`config.mk`:
```
export PLATFORM = sky130hd
export DESIGN_NAME = axis_frame_sink
export DESIGN_NICKNAME = d
export VERILOG_FILES = /design/src/rtl/axis_pkg.sv /design/src/rtl/axis_raster_counter.sv /design/src/rtl/axis_frame_sink.sv
export SDC_FILE = /design/constraint.sdc
export NUM_CORES = 1
export LEC_CHECK = 0
export ABC_AREA = 0
export CAP_MARGIN = 20
export CORE_MARGIN = 4
export CORE_UTILIZATION = 49
export CTS_BUF_LIST = sky130_fd_sc_hd__clkbuf_4
export DETAILED_ROUTE_END_ITERATION = 10
export GPL_TIMING_DRIVEN = 0
export MAX_ROUTING_LAYER = met4
export PLACE_DENSITY_LB_ADDON = 0.25
export SLEW_MARGIN = 20
export SYNTH_ARGS = -nofsm -noshare
export SYNTH_HDL_FRONTEND = slang
export SYNTH_SLANG_ARGS = --single-unit
```
`constraint.sdc`:
```
create_clock -name clock -period 2.16 [get_ports clock]
set_input_delay 0.432 -clock clock [delete_from_list [all_inputs] [get_ports clock]]
set_output_delay 0.432 -clock clock [all_outputs]
set_load 0.03 [all_outputs]
```
`src/rtl/axis_pkg.sv`:
```
// Shared types and default geometry for the AXI-Stream frame sink.
package axis_pkg;

  typedef enum logic {
    RECV    = 1'b0,
    DISCARD = 1'b1
  } frame_sink_state_t;

  localparam int DEF_IMG_W = 28;
  localparam int DEF_IMG_H = 28;

endpackage

```
`src/rtl/axis_raster_counter.sv`:
```
// Row/column raster position counter with enable, synchronous clear and
// first/last position flags.
module axis_raster_counter
  import axis_pkg::*;
#(
  parameter int IMG_W = DEF_IMG_W,
  parameter int IMG_H = DEF_IMG_H
) (
  input  logic                     clock,
  input  logic                     reset,
  input  logic                     en_i,
  input  logic                     clr_i,
  output logic [$clog2(IMG_H)-1:0] row_o,
  output logic [$clog2(IMG_W)-1:0] col_o,
  output logic                     at_first_o,
  output logic                     at_last_o
);

  localparam int RW = $clog2(IMG_H);
  localparam int CW = $clog2(IMG_W);
  localparam logic [RW-1:0] ROW_MAX = RW'(IMG_H - 1);
  localparam logic [CW-1:0] COL_MAX = CW'(IMG_W - 1);

  logic [RW-1:0] row_q, row_d;
  logic [CW-1:0] col_q, col_d;

  // Clear wins over enable so a frame-ending beat always restarts at (0,0).
  always_comb begin
    row_d = row_q;
    col_d = col_q;
    if (clr_i) begin
      row_d = '0;
      col_d = '0;
    end else if (en_i) begin
      if (col_q == COL_MAX) begin
        col_d = '0;
        row_d = (row_q == ROW_MAX) ? '0 : row_q + 1'b1;
      end else begin
        col_d = col_q + 1'b1;
      end
    end
  end

  always_ff @(posedge clock) begin
    if (reset) begin
      row_q <= '0;
      col_q <= '0;
    end else begin
      row_q <= row_d;
      col_q <= col_d;
    end
  end

  assign row_o      = row_q;
  assign col_o      = col_q;
  assign at_first_o = (row_q == '0) && (col_q == '0);
  assign at_last_o  = (row_q == ROW_MAX) && (col_q == COL_MAX);

endmodule

```
`src/rtl/axis_frame_sink.sv`:
```
// AXI-Stream frame sink: tags raster pixels with coordinates and forwards them
// through one registered stage. Define AXIS_FRAME_SINK_TLAST_CHECK_EN for tlast framing checks.
module axis_frame_sink
  import axis_pkg::*;
#(
  parameter int DATA_WIDTH = 8,
  parameter int IMG_W      = DEF_IMG_W,
  parameter int IMG_H      = DEF_IMG_H,
  parameter int CNT_W      = 16
) (
  input  logic                          clock,
  input  logic                          reset,
  input  logic [DATA_WIDTH-1:0]         s_tdata,
  input  logic                          s_tvalid,
  output logic                          s_tready,
  input  logic                          s_tkeep,
  input  logic [$clog2(DATA_WIDTH)-1:0] s_tstrb,
  input  logic                          s_tlast,
  output logic [DATA_WIDTH-1:0]         pix_data,
  output logic                          pix_valid,
  input  logic                          pix_ready,
  output logic [$clog2(IMG_H)-1:0]      pix_row,
  output logic [$clog2(IMG_W)-1:0]      pix_col,
  output logic                          pix_first,
  output logic                          pix_last,
  output logic                          frame_done,
  output logic                          err_early_last,
  output logic                          err_missing_last,
  output logic [CNT_W-1:0]              frame_count
);

  localparam int RW = $clog2(IMG_H);
  localparam int CW = $clog2(IMG_W);

  logic [RW-1:0]         row;
  logic [CW-1:0]         col;
  logic                  at_first, at_last;
  logic                  accept, in_recv, kept, early, missing, cnt_clr, out_hs;
  logic                  unused_inputs;

  logic [DATA_WIDTH-1:0] pix_data_q;
  logic [RW-1:0]         pix_row_q;
  logic [CW-1:0]         pix_col_q;
  logic                  pix_valid_q, pix_first_q, pix_last_q;
  logic                  frame_done_q;
  logic [CNT_W-1:0]      frame_count_q;

`ifdef AXIS_FRAME_SINK_TLAST_CHECK_EN
  frame_sink_state_t state_q;
  logic              err_early_q, err_missing_q;

  assign in_recv  = (state_q == RECV);
  assign s_tready = !in_recv || !pix_valid_q || pix_ready;
  // A tlast anywhere except on the kept final pixel ends the frame early,
  // including on a null beat.
  assign early    = accept && in_recv && s_tlast && !(s_tkeep && at_last);
  assign missing  = kept && at_last && !s_tlast;
  assign cnt_clr  = early || (kept && at_last);
  assign unused_inputs    = ^s_tstrb;
  assign err_early_last   = err_early_q;
  assign err_missing_last = err_missing_q;
`else
  assign in_recv  = 1'b1;
  assign s_tready = !pix_valid_q || pix_ready;
  assign early    = 1'b0;
  assign missing  = 1'b0;
  assign cnt_clr  = 1'b0;
  assign unused_inputs    = ^{s_tstrb, s_tlast};
  assign err_early_last   = 1'b0;
  assign err_missing_last = 1'b0;
`endif

  assign accept = s_tvalid && s_tready;
  assign kept   = accept && in_recv && s_tkeep;
  assign out_hs = pix_valid_q && pix_ready;

  axis_raster_counter #(
    .IMG_W (IMG_W),
    .IMG_H (IMG_H)
  ) u_cnt (
    .clock      (clock),
    .reset      (reset),
    .en_i       (kept),
    .clr_i      (cnt_clr),
    .row_o      (row),
    .col_o      (col),
    .at_first_o (at_first),
    .at_last_o  (at_last)
  );

  always_ff @(posedge clock) begin
    if (reset) begin
      pix_data_q    <= '0;
      pix_row_q     <= '0;
      pix_col_q     <= '0;
      pix_valid_q   <= 1'b0;
      pix_first_q   <= 1'b0;
      pix_last_q    <= 1'b0;
      frame_done_q  <= 1'b0;
      frame_count_q <= '0;
`ifdef AXIS_FRAME_SINK_TLAST_CHECK_EN
      state_q       <= RECV;
      err_early_q   <= 1'b0;
      err_missing_q <= 1'b0;
`endif
    end else begin
      // kept only fires when the register is empty or draining this cycle
      if (kept) begin
        pix_data_q  <= s_tdata;
        pix_row_q   <= row;
        pix_col_q   <= col;
        pix_first_q <= at_first;
        pix_last_q  <= at_last || early;
        pix_valid_q <= 1'b1;
      end else if (pix_ready) begin
        pix_valid_q <= 1'b0;
      end
      frame_done_q <= out_hs && pix_last_q;
      if (out_hs && pix_last_q) frame_count_q <= frame_count_q + 1'b1;
`ifdef AXIS_FRAME_SINK_TLAST_CHECK_EN
      err_early_q   <= early;
      err_missing_q <= missing;
      case (state_q)
        RECV:    if (missing) state_q <= DISCARD;
        DISCARD: if (accept && s_tlast) state_q <= RECV;
        default: state_q <= RECV;
      endcase
`endif
    end
  end

  assign pix_data    = pix_data_q;
  assign pix_row     = pix_row_q;
  assign pix_col     = pix_col_q;
  assign pix_valid   = pix_valid_q;
  assign pix_first   = pix_first_q;
  assign pix_last    = pix_last_q;
  assign frame_done  = frame_done_q;
  assign frame_count = frame_count_q;

endmodule

```
# After elaboration in Yosys (flattened, before gate mapping)
# Cells that the tools add are included.
[totals] mem_count=0 mem_bits_ro=0 mem_bits_rw=0 inputBits=17 ff_bits=48 latchBits=0 word_cells=31 output_inout_bits=41
[op_classes] shifts=0 add_sub_neg=3 mux=4 n_div=0 multipliers=0 reduce_logical=12 order_cmp=0 eq_ne=2 bitwise=0
[ops] cell="$add A16 B1 Y16 const B" n=1
[ops] cell="$add A5 B1 Y5 const B" n=2
[ops] cell="$eq A5 B5 Y1 const B" n=2
[ops] cell="$logic_not A5 Y1" n=2
[ops] cell="$mux W5" n=2
[ops] cell="$logic_and A1 B1 Y1" n=6
[ops] cell="$mux W1" n=2
[ops] cell="$reduce_and A2 Y1" n=1
[ops] cell="$reduce_bool A2 Y1" n=1
[ops] cell="$logic_not A1 Y1" n=1
[ops] cell="$logic_or A1 B1 Y1" n=1

# Longest topological paths before layout
# Gate-level depths: netlist of run 1.
[logic_depth] word_depth=5 depth_mapped=6 mapped_depth_nobuf=5

# Modules after synthesis
# Synthesis of run 1 repeated with hierarchy kept, for this count alone.
[hier_totals] cells_unflattened=245 area_unflattened_um2=2049.5
[by_module_without_submodules] mod="axis_frame_sink" cells_each=180 seq_area_each_um2=760.7 instances=1 area_each_um2=1497.7
[by_module_without_submodules] mod="axis_raster_counter" cells_each=65 seq_area_each_um2=200.2 instances=1 area_each_um2=551.8

# Least setup slack after synthesis of run 1
# Ideal clock, no wire load.
[synth_timing] path_type="register to register" start="reg frame_count_q[0] (netlist: frame_count[0])" end="reg frame_count_q[12] (netlist: frame_count[12])" stages_incl_launch_ff=7 period_less_slack_ps=1710 arrival_time_ps=1640 required_time_ps=2090 setup_ps=70 path_slack_ps=450 path_buffers=1 path_cell_list="dfxtp_1 ha_1 and4_2 buf_2 nand4_1 or3_1 a21oi_1"
[synth_between] elab_chain_cells=1
[synth_lines] item="start: declaration" line="axis_frame_sink.sv:46" source="logic [CNT_W-1:0] frame_count_q;"
[synth_lines] item="start signal: assignment" line="axis_frame_sink.sv:119" source="if (out_hs && pix_last_q) frame_count_q <= frame_count_q + 1'b1;"
[synth_lines] item="$add A16 B1 Y16" line="axis_frame_sink.sv:119"
# Every way passes these cells.
# A chain may end at the register's enable or synchronous reset.

# Worst setup path after layout of run 1
[layout_timing] start="in pix_ready" end="out s_tready"
[layout_between] elab_chain_cells=1
[layout_lines] item="start: declaration" line="axis_frame_sink.sv:21" source="input logic pix_ready,"
[layout_lines] item="$logic_or A1 B1 Y1" line="axis_frame_sink.sv:64" source="assign s_tready = !pix_valid_q || pix_ready;"
[layout_lines] item="end: declaration" line="axis_frame_sink.sv:15" source="output logic s_tready,"
# Every way passes these cells.

==> qor.yml, run 1 <==
sta:
  fin_crit_ns: 2.02
  max-slew-margin-rel: 0.582
  fmax_mhz: 495
  drv_slew: 0
  setup_repair_after_global_routing_missed_its_margin: "no"
  report.final.hold_viol_count: 0
  max_slew.worst_pin.slew_ns: 0.623
  fin_worst_skew_ns: 0.0143
  fin_hold_ws_ns: 0.463
  setup_violations: 0
  fin_crit_sh: 0.936
clocking:
  numCtsBuffers: 5
  clock-root-buffer: "sky130_fd_sc_hd__clkbuf_4"
  cts_sinks: 48
  worst_skew_pair.late_latency_ns: 0.37
  ctsLongestPathBuffers: 2
  tritoncts: "built"
  clk_transition_reported_paths_ns: 0.12
  htree_num_levels: 2
route:
  vias: 1823
  route.antenna.remaining_nets: 0
  vias_cell: 5.24
  drcViolationCount: 0
  drt_iter0_drc: 91
  drt_first_pass_iters: 4
  detail_route.wl_per_cell_um: 13.3
  drt-total-wl_mm: 4.62
floorplanning:
  start_util: 0.508
  rows: 23
  dieArea_um2: 5240
  die-height_um: 72.4
  core_area_um2: 4000
  die_width_um: 72.4
  boundaryPins: 58
outcome:
  run_status: "finished clean"
logic_synthesis:
  ys_types: 36
  synth_edf_count: 0
  synth_seq_area_share: 0.473
  netlist.area_leader.share: 0.473
  yosys_register_bits: 48
  syn_area_per_cell_um2: 8.54
  yosys_most_used_dff: "sky130_fd_sc_hd__dfxtp_1"
  synthTopCellsByCount: "sky130_fd_sc_hd__dfxtp_1 (48), sky130_fd_sc_hd__nand2_1 (45), sky130_fd_sc_hd__a21oi_1 (27), sky130_fd_sc_hd__nor2_1 (15)"
  postSynthCellCount: 238
  async_flop_share: 0
  yosysWarningCount: 0
  ys_top_cells_by_area: "sky130_fd_sc_hd__dfxtp_1 (47%), sky130_fd_sc_hd__nand2_1 (8.3%), sky130_fd_sc_hd__a21oi_1 (6.7%)"
  post-synth-top-count-cell: "sky130_fd_sc_hd__dfxtp_1"
  synthDominantAreaCellType: "sky130_fd_sc_hd__dfxtp_1"
  syn-cell-area_um2: 2030
setup_path:
  type_of_the_worst_setup_path: "input port to output port"
  critical_path.max_fanout: 5
  crit_required_ns: 1.73
  cp-start-kind: "input port"
  timing.critical_path.arrival_ns: 1.59
  worst_setup_path_end_kind: "output port"
layout:
  area_delta_synth_final_pct: 31.1
  layout.nets: 319
  utilization: 0.666
  diodes: 0
  post_route_cells_drive_above_1_share: 0.0638
  final_cell_count_no_fill: 348
grt:
  grt_usage: 0.197
  first_global_vias: 1772
  grt-ovfl-total: 0
  grt_start_max_net_pins: 14
  grt_pass1_wl_mm: 7.89
  antenna_found_initial: 0
place:
  dpl.cell_count: 340
  gp_routability_congestion: 0.792
  place.detailed.hpwl_mm: 3.40
  buffer_ports.inserted: 51
power_and_ir_drop:
  power-per-cell-area_nw_per_um2: 548
  peakVddDrop_v: 0.000435
  static-leakage-power_nw: 0.908
min_path:
  path_class_of_the_lowest_slack_min_delay_path: "register to register"
job:
  maxCapViolations: 0
-- sequential cells by signal, indices dropped and copies added, names as in the netlist --
signal,cells
frame_count,16
frame_done,1
pix_col,5
pix_data,8
pix_first,1
pix_last,1
pix_row,5
pix_valid,1
u_cnt.col_o,5
u_cnt.row_o,5
-- cell usage in the layout (no fill, tap or decap), drive strengths merged --
cell / count
nand4: 9
a31oi: 1
a21oi: 27
clkdlybuf4s50: 50
nor3: 6
clkinv: 1
xor2: 7
inv: 7
dlygate4sd2: 1
a41o: 1
nor3b: 2
dfxtp: 48
nor2: 15
nor2b: 3
o21ai: 6
nor4: 3
or3: 5
a311oi: 1
nand2: 45
conb: 2
and2: 2
clkbuf: 16
buf: 7
mux2i: 4
and3: 4
or4b: 1
and4: 3
xnor2: 7
o21ba: 1
nor4b: 1
nand3: 7
ha: 5
-- routing by layer --
layer	routed length (um)	vias to the layer above	global-route usage
li1	-	931	-
met4	114	0	0.100
met2	2210	39	0.312
met1	2080	841	0.240
met5	0	-	-
met3	214	12	0.0374
-- what timing repair did --
action | in CTS | in global routing
setup endpoints to repair | 1 | 0
buffers inserted | 0 | 0
resized for setup | 1 | 0
hold buffers | 0 | 0
endpoints found under the hold margin | 0 | 0
-- critical path, stage by stage --
cell and delay, ns:
sky130_fd_sc_hd__clkdlybuf4s50_1 0.48, sky130_fd_sc_hd__nor2b_4 0.21, sky130_fd_sc_hd__inv_1 0.10, sky130_fd_sc_hd__dlygate4sd2_1 0.37
-- cell families after synthesis --
kind of cell	share of synthesized area
adders and majority gates	0.0308
and+or+nand+nor	0.267
buffers and inverters	0.0480
AOI/OAI and AO/OA	0.0991
DFF	0.473
other	0.00185
muxes	0.0197
xor gates and xnor gates	0.0603
-- stage by stage --
| step | setup TNS (ns) | cell area (um^2) | setup WS (ns) | total power [mW] |
|---|---|---|---|---|
| after global routing | 0 | 2660 | 0.0750 | 1.52 |
| after CTS | 0 | 2660 | 0.139 | 1.48 |
| final | 0 | 2660 | 0.138 | 1.46 |
| after detailed placement | -0.180 | 2610 | -0.107 | 1.06 |
| after global placement | -0.0946 | 2610 | -0.0837 | 1.06 |
| after floorplan | 0 | 2040 | 0.450 | 0.999 |
-- area by class of cell --
type	count	area (um^2)
Buffer	16	71.3
Clock buffer	7	52.6
Clock inverter	1	3.75
Fill cell	365	1340
Inverter	7	26.3
Multi-Input combinational cell	168	977
Sequential cell	48	961
Tap cell	50	62.6
Timing Repair Buffer	51	509
-- where the power goes --
part,switching (mW),leakage [nW],internal [mW]
clock,0.268,0.0338,0.151
sequential,0.00868,0.388,0.898
combinational,0.0797,0.486,0.0555
-- worst paths after layout --
kind / start / endpoint / slack, ns / cells past startpoint
hold reg to reg: pix_data[4] / pix_data[4] / 0.46 / 2
hold / removal: pix_data[4] / pix_data[4] / 0.46 / 2
setup reg to reg: u_cnt.col_o[1] / u_cnt.row_o[4] / 0.37 / 5
setup / recovery: pix_ready / s_tready / 0.14 / 4
(Power assumes the default switching activity.)
==> run 2: changes to the inputs <==
- ABC_AREA: 0 -> unset
- PLACE_DENSITY: unset -> 0.79
- PLACE_DENSITY_LB_ADDON: 0.25 -> unset
==> qor.yml, run 2 (synthesis gave the netlist of run 1 again) <==
power_and_ir_drop:
  static-leakage-power_nw: 0.908  # unchanged
  total_power_mw: 1.45  # -0.64%
  pwr-share-seq: 0.624  # +0.004
  peakVddDrop_v: 0.000390  # -10%
  net-switching-power_mw: 0.348  # -2.5%
  cellInternalPower_mw: 1.10  # about the same
  power.share.combinational: 0.091  # -0.002
  sw_frac_of_total: 0.240  # -0.00456
  power-per-cell-area_nw_per_um2: 545  # -0.64%
  clockPowerShare: 0.285  # -0.002
layout:
  area_delta_synth_final_pct: 31.1  # unchanged
  final.fill_count: 346  # -5.2%
  post_route_cells_drive_above_1_share: 0.0638  # unchanged
  final_cell_count_no_fill: 348  # unchanged
  largest_register_ffs: 16  # unchanged
  final-seq-area_um2: 961  # unchanged
  multi_input_comb_area_um2: 977  # unchanged
  leading_cell_type_in_the_layout_fill_and_taps_excluded: "sky130_fd_sc_hd__clkdlybuf4s50_1"
  layout.nets: 319  # unchanged
  utilization: 0.666  # unchanged
  diodes: 0  # unchanged
  highest_count_cells_in_the_layout_ignoring_fill_and_taps: "sky130_fd_sc_hd__clkdlybuf4s50_1 (50), sky130_fd_sc_hd__dfxtp_1 (48), sky130_fd_sc_hd__nand2_1 (45)"
route:
  detail_route.wl_per_cell_um: 12.4  # -6.5%
  drt-total-wl_mm: 4.32  # -6.5%
  drcViolationCount: 0  # unchanged
  drt_iter0_drc: 98  # +7.7%
  route.antenna.remaining_nets: 0  # unchanged
  drt_first_pass_iters: 4  # unchanged
  vias: 1780  # -2.4%
  vias_cell: 5.11  # -2.4%
sta:
  fin_crit_sh: 0.938  # +0.00237
  fin_crit_ns: 2.03  # +0.00511 ns
  fmax_mhz: 493  # -0.25%
  report.final.hold_viol_count: 0  # unchanged
  fin_worst_skew_ns: 0.00560  # -0.00866 ns
  fin_ws_ns: 0.133  # -0.00511 ns
  setup_repair_after_global_routing_missed_its_margin: "no"
  timing.setup.tns_ns: 0  # unchanged
  max-slew-margin-rel: 0.557  # -0.0247
  setup_violations: 0  # unchanged
  max_slew.worst_pin.slew_ns: 0.659  # +0.0367 ns
  drv_slew: 0  # unchanged
floorplanning:
  dieArea_um2: 5240  # unchanged
  core_area_um2: 4000  # unchanged
  die-height_um: 72.4  # unchanged
  die_width_um: 72.4  # unchanged
  start_util: 0.508  # unchanged
  boundaryPins: 58  # unchanged
  rows: 23  # unchanged
grt:
  grt-ovfl-total: 0  # unchanged
  first_global_vias: 1607  # -9.3%
  grt_start_max_net_pins: 14  # unchanged
  grt_usage: 0.180  # -0.0175
  grt_pass1_wl_mm: 7.25  # -8.1%
  antenna_found_initial: 0  # unchanged
setup_path:
  cp-start-kind: "input port"
  crit_path_slowest_cell: "sky130_fd_sc_hd__clkdlybuf4s50_1"
  critical_path.max_fanout: 5  # unchanged
  path_cells: "clkdlybuf4s50_1 -> nor2b_4 -> inv_1 -> dlygate4sd2_1"
  worst_setup_path_end_kind: "output port"
  timing.critical_path.arrival_ns: 1.59  # about the same
  crit_required_ns: 1.73  # about the same
  type_of_the_worst_setup_path: "input port to output port"
  slowest_delay_ns: 0.48  # about the same
place:
  gp_routability_congestion: 0.794  # +0.27%
  detailedPlace.worstSlack_ns: -0.128  # -0.0203 ns
  buffer_ports.inserted: 51  # unchanged
  dpl.cell_count: 340  # unchanged
  place.detailed.hpwl_mm: 3.18  # -6.5%
outcome:
  run_status: "finished clean"
clocking:
  cts_post_setup_buffers_inserted: 0  # unchanged
  clk_transition_reported_paths_ns: 0.12  # about the same
  ctsLongestPathBuffers: 2  # unchanged
  clock-root-buffer: "sky130_fd_sc_hd__clkbuf_4"
  worst_skew_pair.late_latency_ns: 0.36  # about the same
  htree_num_levels: 2  # unchanged
  numCtsBuffers: 5  # unchanged
  cts_sinks: 48  # unchanged
  tritoncts: "built"
job:
  maxCapViolations: 0  # unchanged
min_path:
  path_class_of_the_lowest_slack_min_delay_path: "register to register"
run 2: cell counts in the layout (fill, tap and decap cells not counted):
No cell type changed its count.
run 2: routing by layer:
metal | part of all wire | global-route usage | up-vias | routed length (um)
li1 | - | - | 926 | -
met1 | 0.46 | 0.219 | 808 | 1980
met2 | 0.47 | 0.291 | 38 | 2030
met3 | 0.052 | 0.0360 | 8 | 223
met4 | 0.020 | 0.0738 | 0 | 85
met5 | 0 | - | - | 0
run 2: repair_timing:
action,in CTS,in global routing
resized for setup,1,0
hold endpoints to repair,0,0
setup endpoints to repair,1,0
hold buffers,0,0
run 2: worst paths after layout:
kind	startpoint	to	slack [ns]	depth (start not counted)
hold / removal	pix_data[0]	pix_data[0]	0.46	2
setup reg to reg	u_cnt.col_o[0]	u_cnt.row_o[4]	0.34	5
setup / recovery	pix_ready	s_tready	0.13	4
hold reg to reg	pix_data[0]	pix_data[0]	0.46	2
run 2: layout make-up:
type / instances / share of cell area
buffer: 16 / 0.0268
clock inverter: 1 / 0.00141
multi-input combinational: 168 / 0.367
clock buffer: 7 / 0.0197
inverter: 7 / 0.00986
sequential: 48 / 0.361
timing repair buffer: 51 / 0.191
tap: 50 / 0.0235
run 2: critical path: cells and delay by family:
kind,cells,cell delay [ns]
simple gates,1,0.21
buf+inv,3,0.94
run 2: through the flow:
step / area (um^2) / hold slack (ns)
final: 2660 / 0.461
after global routing: 2660 / 0.483
after CTS: 2660 / 0.465
after detailed placement: 2610 / 0.449
after global placement: 2610 / 0.442
after floorplan: 2040 / 0.471
run 2: power by group through the flow:
stage	clock [mW]	combinational [mW]	sequential, mW
after global routing	0.471	0.144	0.909
final	0.413	0.132	0.906
after global placement	0	0.133	0.926
after CTS	0.430	0.134	0.906
after floorplan	0	0.0546	0.945
after detailed placement	0	0.134	0.926
